<file path="config.mk">
export PLATFORM = sky130hd
export DESIGN_NAME = reg_file_sb
export DESIGN_NICKNAME = d
export VERILOG_FILES = /design/src/rtl/reg_file_sb.sv
export SDC_FILE = /design/constraint.sdc
export NUM_CORES = 2
export LEC_CHECK = 0
export BUFFER_PORTS_ARGS = -buffer_cell sky130_fd_sc_hd__clkbuf_2
export CAP_MARGIN = 40
export CORE_UTILIZATION = 67
export CTS_CLUSTER_DIAMETER = 80
export DETAILED_ROUTE_END_ITERATION = 12
export PLACE_DENSITY = 0.84
export REMOVE_ABC_BUFFERS = 1
export SYNTH_ARGS = -nofsm -noshare
export SYNTH_HDL_FRONTEND = slang
export SYNTH_SLANG_ARGS = --single-unit
</file>
<file path="constraint.sdc">
create_clock -name clk -period 5.2 [get_ports clk]
set_input_delay 0.26 -clock clk [delete_from_list [all_inputs] [get_ports clk]]
set_output_delay 0.26 -clock clk [all_outputs]
set_load 0.02 [all_outputs]
</file>
<file path="src/rtl/reg_file_sb.sv">
// Register file with two combinational read ports, one write-back port and a per-register
// scoreboard (busy bits) set by issue-side allocates and cleared by write-back.
module reg_file_sb #(
  parameter int unsigned DATA_WIDTH = 32,
  parameter int unsigned ADDR_WIDTH = 5,
  parameter int unsigned NUM_REGS   = 2 ** ADDR_WIDTH,
  parameter bit          ZERO_REG   = 1'b1,
  parameter bit          BYPASS     = 1'b1
) (
  input  logic                  clk,
  input  logic                  rst,
  input  logic [ADDR_WIDTH-1:0] raddr1,
  input  logic [ADDR_WIDTH-1:0] raddr2,
  output logic [DATA_WIDTH-1:0] rdata1,
  output logic [DATA_WIDTH-1:0] rdata2,
  output logic                  rbusy1,
  output logic                  rbusy2,
  input  logic                  wen,
  input  logic [ADDR_WIDTH-1:0] waddr,
  input  logic [DATA_WIDTH-1:0] wdata,
  input  logic                  alloc_en,
  input  logic [ADDR_WIDTH-1:0] alloc_addr,
  output logic [ADDR_WIDTH:0]   pending_cnt,
  output logic                  alloc_err
);

  localparam int unsigned CW = ADDR_WIDTH + 1;

  logic [DATA_WIDTH-1:0] mem_q [NUM_REGS];
  logic [NUM_REGS-1:0]   busy_q, busy_d;
  logic [CW-1:0]         pending_q, pending_d;
  logic                  alloc_err_q, alloc_err_d;
  logic                  wr_eff, al_eff, same_addr, alloc_set, wb_clr;

  // Implemented and not the hardwired zero register.
  function automatic logic addr_ok(input logic [ADDR_WIDTH-1:0] a);
    return (32'(a) < NUM_REGS) && !(ZERO_REG && (a == '0));
  endfunction

  assign wr_eff    = wen && addr_ok(waddr);
  assign al_eff    = alloc_en && addr_ok(alloc_addr);
  assign same_addr = wr_eff && al_eff && (waddr == alloc_addr);

  always_comb begin
    busy_d = busy_q;
    if (wr_eff) busy_d[waddr] = 1'b0;
    // Allocate wins over a same-address write-back: the new producer replaces the old one.
    if (al_eff) busy_d[alloc_addr] = 1'b1;
    alloc_set   = al_eff && !busy_q[alloc_addr];
    wb_clr      = wr_eff && busy_q[waddr] && !same_addr;
    pending_d   = pending_q + CW'(alloc_set) - CW'(wb_clr);
    alloc_err_d = al_eff && busy_q[alloc_addr] && !same_addr;
  end

  always_ff @(posedge clk or negedge rst) begin
    if (!rst) begin
      for (int unsigned i = 0; i < NUM_REGS; i++) mem_q[i] <= '0;
      busy_q      <= '0;
      pending_q   <= '0;
      alloc_err_q <= 1'b0;
    end else begin
      if (wr_eff) mem_q[waddr] <= wdata;
      busy_q      <= busy_d;
      pending_q   <= pending_d;
      alloc_err_q <= alloc_err_d;
    end
  end

  function automatic logic [DATA_WIDTH-1:0] rd_data(input logic [ADDR_WIDTH-1:0] a);
    if (!addr_ok(a)) return '0;
    if (BYPASS && wr_eff && (waddr == a)) return wdata;
    return mem_q[a];
  endfunction

  // A bypassed write-back hides the busy bit unless an allocate re-claims the same register.
  function automatic logic rd_busy(input logic [ADDR_WIDTH-1:0] a);
    if (!addr_ok(a)) return 1'b0;
    return busy_q[a] && !(BYPASS && wr_eff && (waddr == a) && !same_addr);
  endfunction

  assign rdata1      = rd_data(raddr1);
  assign rdata2      = rd_data(raddr2);
  assign rbusy1      = rd_busy(raddr1);
  assign rbusy2      = rd_busy(raddr2);
  assign pending_cnt = pending_q;
  assign alloc_err   = alloc_err_q;

endmodule

</file>
== Word level (Yosys, flattened, before mapping) ==
Cells that the tools add are included.

* Register bits after elaboration: 1063
* Output and inout bits: 73

* Add/sub/neg operators: 2
* Order comparisons: 10
* Equal/unequal tests: 3
* Multiplexer cells: 41
* Bitwise operators: 6
* Reductions and logical operators: 28

{| class="wikitable"
|+ Operators with widths
! operator !! number
|-
| $bwmux 1024 || 1
|-
| $mux 32 || 15
|-
| $bmux 32 s5 || 2
|-
| $demux 32 s5 || 1
|-
| $and 32x32->32 || 1
|-
| $not 32->32 || 1
|-
| $or 32x32->32 || 1
|-
| $lt 5x6->1 const B || 4
|-
| $bmux 1 s5 || 4
|-
| $logic_not 5->1 || 4
|-
| $ge 6x6->1 const B || 3
|-
| $logic_and 1x1->1 || 18
|-
| $not 5->6 || 3
|-
| $mux 1 || 16
|-
| $eq 5x5->1 || 3
|-
| $demux 1 s5 || 2
|-
| $ge 5x1->1 const B || 2
|-
| $add 6x1->6 || 1
|-
| $logic_not 1->1 || 6
|-
| $lt 6x1->1 const B || 1
|-
| $sub 6x1->6 || 1
|}

== Depth between registers and ports, before layout ==
* Depth in word-level cells: 10
* Depth in mapped cells: 14
* Mapped depth without buffers: 13

== Worst setup path before layout ==
Ideal clock, no wire load.

* Path kind: in2reg
* From: input waddr[0]
* To: register pending_q[4] (netlist: pending_cnt[4])
* Arrival: 3.062 ns
* Data required time: 5.120 ns
* Slack: 2.058 ns
* Stages: 14
* Path buffers: 2
* Path through: buf_2 -> buf_2 -> mux4_2 -> and2_1 -> nor4_1 -> a211oi_1 -> ha_1 -> inv_1 -> ha_1 -> fa_1 -> a21oi_1 -> nor2_1 -> nor2_1 -> xnor2_1

* Longest elaborated chain between the ends: 8

{| class="wikitable"
|+ Ends and longest elaborated chain
! what !! line !! RTL
|-
| start, declared || 19 || <nowiki>input logic [ADDR_WIDTH-1:0] waddr,</nowiki>
|-
| parallel branches: the longest is 6 deep, another holds $bmux 1 s5 || - ||
|-
| $logic_and 1x1->1 (*) || 50 || <nowiki>wb_clr = wr_eff && busy_q[waddr] && !same_addr;</nowiki>
|-
| $sub 6x1->6 (*) || 51 || <nowiki>pending_d = pending_q + CW'(alloc_set) - CW'(wb_clr);</nowiki>
|-
| net pending_d[4] || 31 || <nowiki>logic [CW-1:0] pending_q, pending_d;</nowiki>
|-
| end signal, assigned || 64 || <nowiki>pending_q <= pending_d;</nowiki>
|-
| end, declared || 31 ||
|}

Mark *: on every way through the listed nets, which the timed path passes. The select of a mux whose other input is x is not followed.
A chain may end at the register's enable or synchronous reset.

== Worst setup path in the final report ==
* From: input raddr1[4]
* To: output rdata1[21]

* Longest elaborated chain between the ends: 6

{| class="wikitable"
|+ Ends and longest elaborated chain
! what !! line !! RTL
|-
| start, declared || 12 || <nowiki>input logic [ADDR_WIDTH-1:0] raddr1,</nowiki>
|-
| $not 5->6 (not written as such) or $eq 5x5->1 (tied branches) || 72, 71 ||
|-
| $bmux 32 s5 or $logic_and 1x1->1 (tied branches) || 72, 71 ||
|-
| $mux 32 (not written as such) or $mux 1 (tied branches) (2 in a row) || 72, 71 ||
|-
| $mux 32 || 72 || <nowiki>return mem_q[a];</nowiki>
|-
| $mux 32 (*) || 71 || <nowiki>if (BYPASS && wr_eff && (waddr == a)) return wdata;</nowiki>
|-
| end, declared || 14 || <nowiki>output logic [DATA_WIDTH-1:0] rdata1,</nowiki>
|}

Mark *: on every way between the ends. The rest lies on a longest branch, timed or not. The select of a mux whose other input is x is not followed.

==> metrics.yaml <==
die_area_um2: 87700
p_sw_frac: 0.286
max-vdd-ir-drop_uv: 348
placed_area_um2: 59600
ctsResizeCount: 0
fin_skew_ns: 0.0101
synth_edf_count: 0
ys_types: 59
drv_slew: 0
nFillCells: 5143
seqPwrFrac: 0.445
holdWs_ns: 0.116
clkTransAtPathRegs_ns: 0.06
end_kind: "output port"
synth_seq_area_share: 0.459
cts_buffers: 110
finalSetupTns_ns: 0
pwr-share-comb: 0.215
area_growth_pct: 9.63
post-route-cell-area_um2: 63600
final_antenna_net_count: 0
globalRouteOverflowTotal: 0
slew_headroom: 0.304
slowest_delay_ns: 0.68
synth_async_sr_flop_share: 1.00
worstPathCellList: "buf_2 -> or3b_2 -> buf_4 -> o22ai_1 -> a2111oi_0 -> nor4_1 -> nor3_1 -> clkbuf_2"
grt_antenna_before_repair: 3
rrSetupSlack_ns: 1.89
crit_slowest_cell: "a2111oi_0"
p_int_mw: 17.9
ios: 129
synth_area_um2: 58000
gp_congestion: 0.931
hold_path_startpoint: "alloc_addr[2]"
maxCapViolCount: 0
grt_max_degree: 162
start_kind: "input pin"
port_buffers: 128
vias: 40500
synth.area.top_cells: "dfrtp_1, mux2_2, mux4_2, mux2i_1, clkbuf_1"
drc: 0
clockBufferDepth: 3
grt_pass1_vias: 42100
power_density_nw_per_um2: 394
initial_core_util: 0.679
ys_warn_count: 0
cts_tree: "built"
drt-total-wl_um: 182000
r2r_end: "pending_cnt[4]"
first_iter_violations: 5406
r2r_cells: 12
final_util: 0.744
drtPass1Iterations: 6
multi_input_comb_area_um2: 29300
hold_path_depth: 3
detail_route.vias_per_cell: 7.68
final_nets: 4095
synth_top_area_cell: "dfrtp_1"
finalCritPeriodShare: 0.769
grt_usage: 0.424
hold_path.class: "in2reg"
synth_seq_cells: 1063
rows: 107
syn_inst: 4129
clk_latency_ns: 0.71
power_frac_clock: 0.340
grt_pass1_wl_um: 271000
synth_ff_type: "dfrtp_1"
htree_num_levels: 3
tightestPinTransition_ns: 1.04
status: "completed"
hold_path_end: "alloc_err"
clock_sinks: 1063
finalPower_mw: 25.1
fmax_mhz: 250
critPathRequiredTime_ns: 4.94
core_area_um2: 85400
layout-drive-gt1-share: 0.484
switchingPower_mw: 7.16
synth_top_area_frac: 0.459
setup_violations: 0
syn_avg_cell_area_um2: 14.0
die_h_um: 296
rsz0062_at_grt: "no"
hold_violations: 0
wl_per_cell_um: 34.4
r2r-start: "busy_q[26]"
cp.arrival_ns: 3.74
cellLeakagePower_nw: 27.9
worstSetupPathType: "in2out"
die_x_um: 296
root_buffer: "clkbuf_16"
min_period_ns: 4.00
hpwl_um: 104000
regArea_um2: 26600
critPathMaxFanout: 18
==> per-layer routing <==
layer | wire, µm | track usage
met5 | 25 | 0
met4 | 12600 | 0.248
met2 | 80200 | 0.620
met3 | 24700 | 0.130
met1 | 64000 | 0.564
==> final cells by class <==
type | instances | area share
Inverter | 20 | 0.00118
Antenna cell | 4 | 0.000157
Multi-Input combinational cell | 2576 | 0.461
Timing Repair Buffer | 261 | 0.0353
Tap cell | 1144 | 0.0225
Clock inverter | 53 | 0.0109
Clock buffer | 151 | 0.0505
Sequential cell | 1063 | 0.418
==> flip-flops by register name, summed over array words and instances (netlist names) <==
signal,cells
busy_q,32
alloc_err,1
mem_q,1024
pending_cnt,6
==> worst max path at each step <==
stage / from / end / slack (ns) / cells after the start
6_report: raddr1[4] / rdata1[21] / 1.20 / 8
5_1_grt: raddr1[4] / rdata1[11] / 1.34 / 7
4_1_cts: raddr1[4] / rdata1[21] / 1.48 / 8
3_5_place_dp: raddr1[4] / rdata1[21] / 1.47 / 8
3_3_place_gp: raddr1[4] / rdata1[21] / 1.44 / 8
2_1_floorplan: raddr2[3] / rdata2[30] / 0.88 / 3
==> synthesized netlist by cell type (36+ instances only) <==
cell type  number
mux2_2       1102
dfrtp_1      1063
mux4_2        389
mux2i_1       248
clkbuf_1      238
buf_2         150
nand2_1       107
o22ai_1        95
nor2_1         84
a211oi_1       61
nor3_1         50
o21ai_0        42
a22oi_1        41
buf_4          37
a32o_1         36
==> kinds of logic after synthesis <==
group | after synthesis | share of synthesized area
flops | 1063 | 0.459
fa+ha+maj | 7 | 0.00164
simple gates | 353 | 0.0296
mux | 1739 | 0.408
xor+xnor | 20 | 0.00302
compound gates | 457 | 0.0591
buf+inv | 490 | 0.0401
==> cells in the final DEF, fill, tap and decap left out, drive strengths merged, types with 14 or more instances in the layout <==
| cell | netlist | routed |
|---|---|---|
| nor4 | 35 | 35 |
| a21oi | 33 | 33 |
| a22oi | 41 | 41 |
| o22ai | 95 | 95 |
| nor2b | 28 | 28 |
| buf | 232 | 139 |
| a211oi | 61 | 61 |
| dfrtp | 1063 | 1063 |
| a22o | 16 | 16 |
| mux2 | 1102 | 1102 |
| nor2 | 85 | 85 |
| clkinv | 0 | 30 |
| mux4 | 389 | 389 |
| clkbuf | 238 | 270 |
| a2111oi | 16 | 16 |
| mux2i | 248 | 248 |
| a221oi | 31 | 31 |
| inv | 20 | 23 |
| a32o | 36 | 36 |
| o221ai | 32 | 32 |
| nor3 | 51 | 51 |
| nand2 | 107 | 107 |
| bufinv | 0 | 14 |
| o21ai | 42 | 42 |
| a221o | 30 | 30 |
==> worst max-delay path: cells and delay by family <==
kind | cells | cell delay (ns)
buffers and inverters | 3 | 1.35
and+or+nand+nor | 3 | 1.27
AOI/OAI and AO/OA | 2 | 0.83
==> repair_timing <==
action	in CTS	in global routing
hold buffers	2	0
hold endpoints to repair	77	0
setup buffers	0	0
==> power groups by stage <==
stage / Combinational (mW) / Sequential (mW) / Clock, mW
finish: 5.38 / 11.2 / 8.53
global route: 5.69 / 11.3 / 8.85
CTS: 5.32 / 11.1 / 8.51
detailed placement: 5.25 / 11.2 / 0
global placement: 5.06 / 11.1 / 0
floorplan: 3.72 / 10.8 / 0
==> stage by stage <==
stage / instances / setup WS [ns]
floorplan: 3659 / 0.879
global placement: 5040 / 1.44
detailed placement: 5061 / 1.47
CTS: 5267 / 1.48
global route: 5268 / 1.34
finish: 5272 / 1.20
Note: power is estimated with default switching activity, not from simulation.
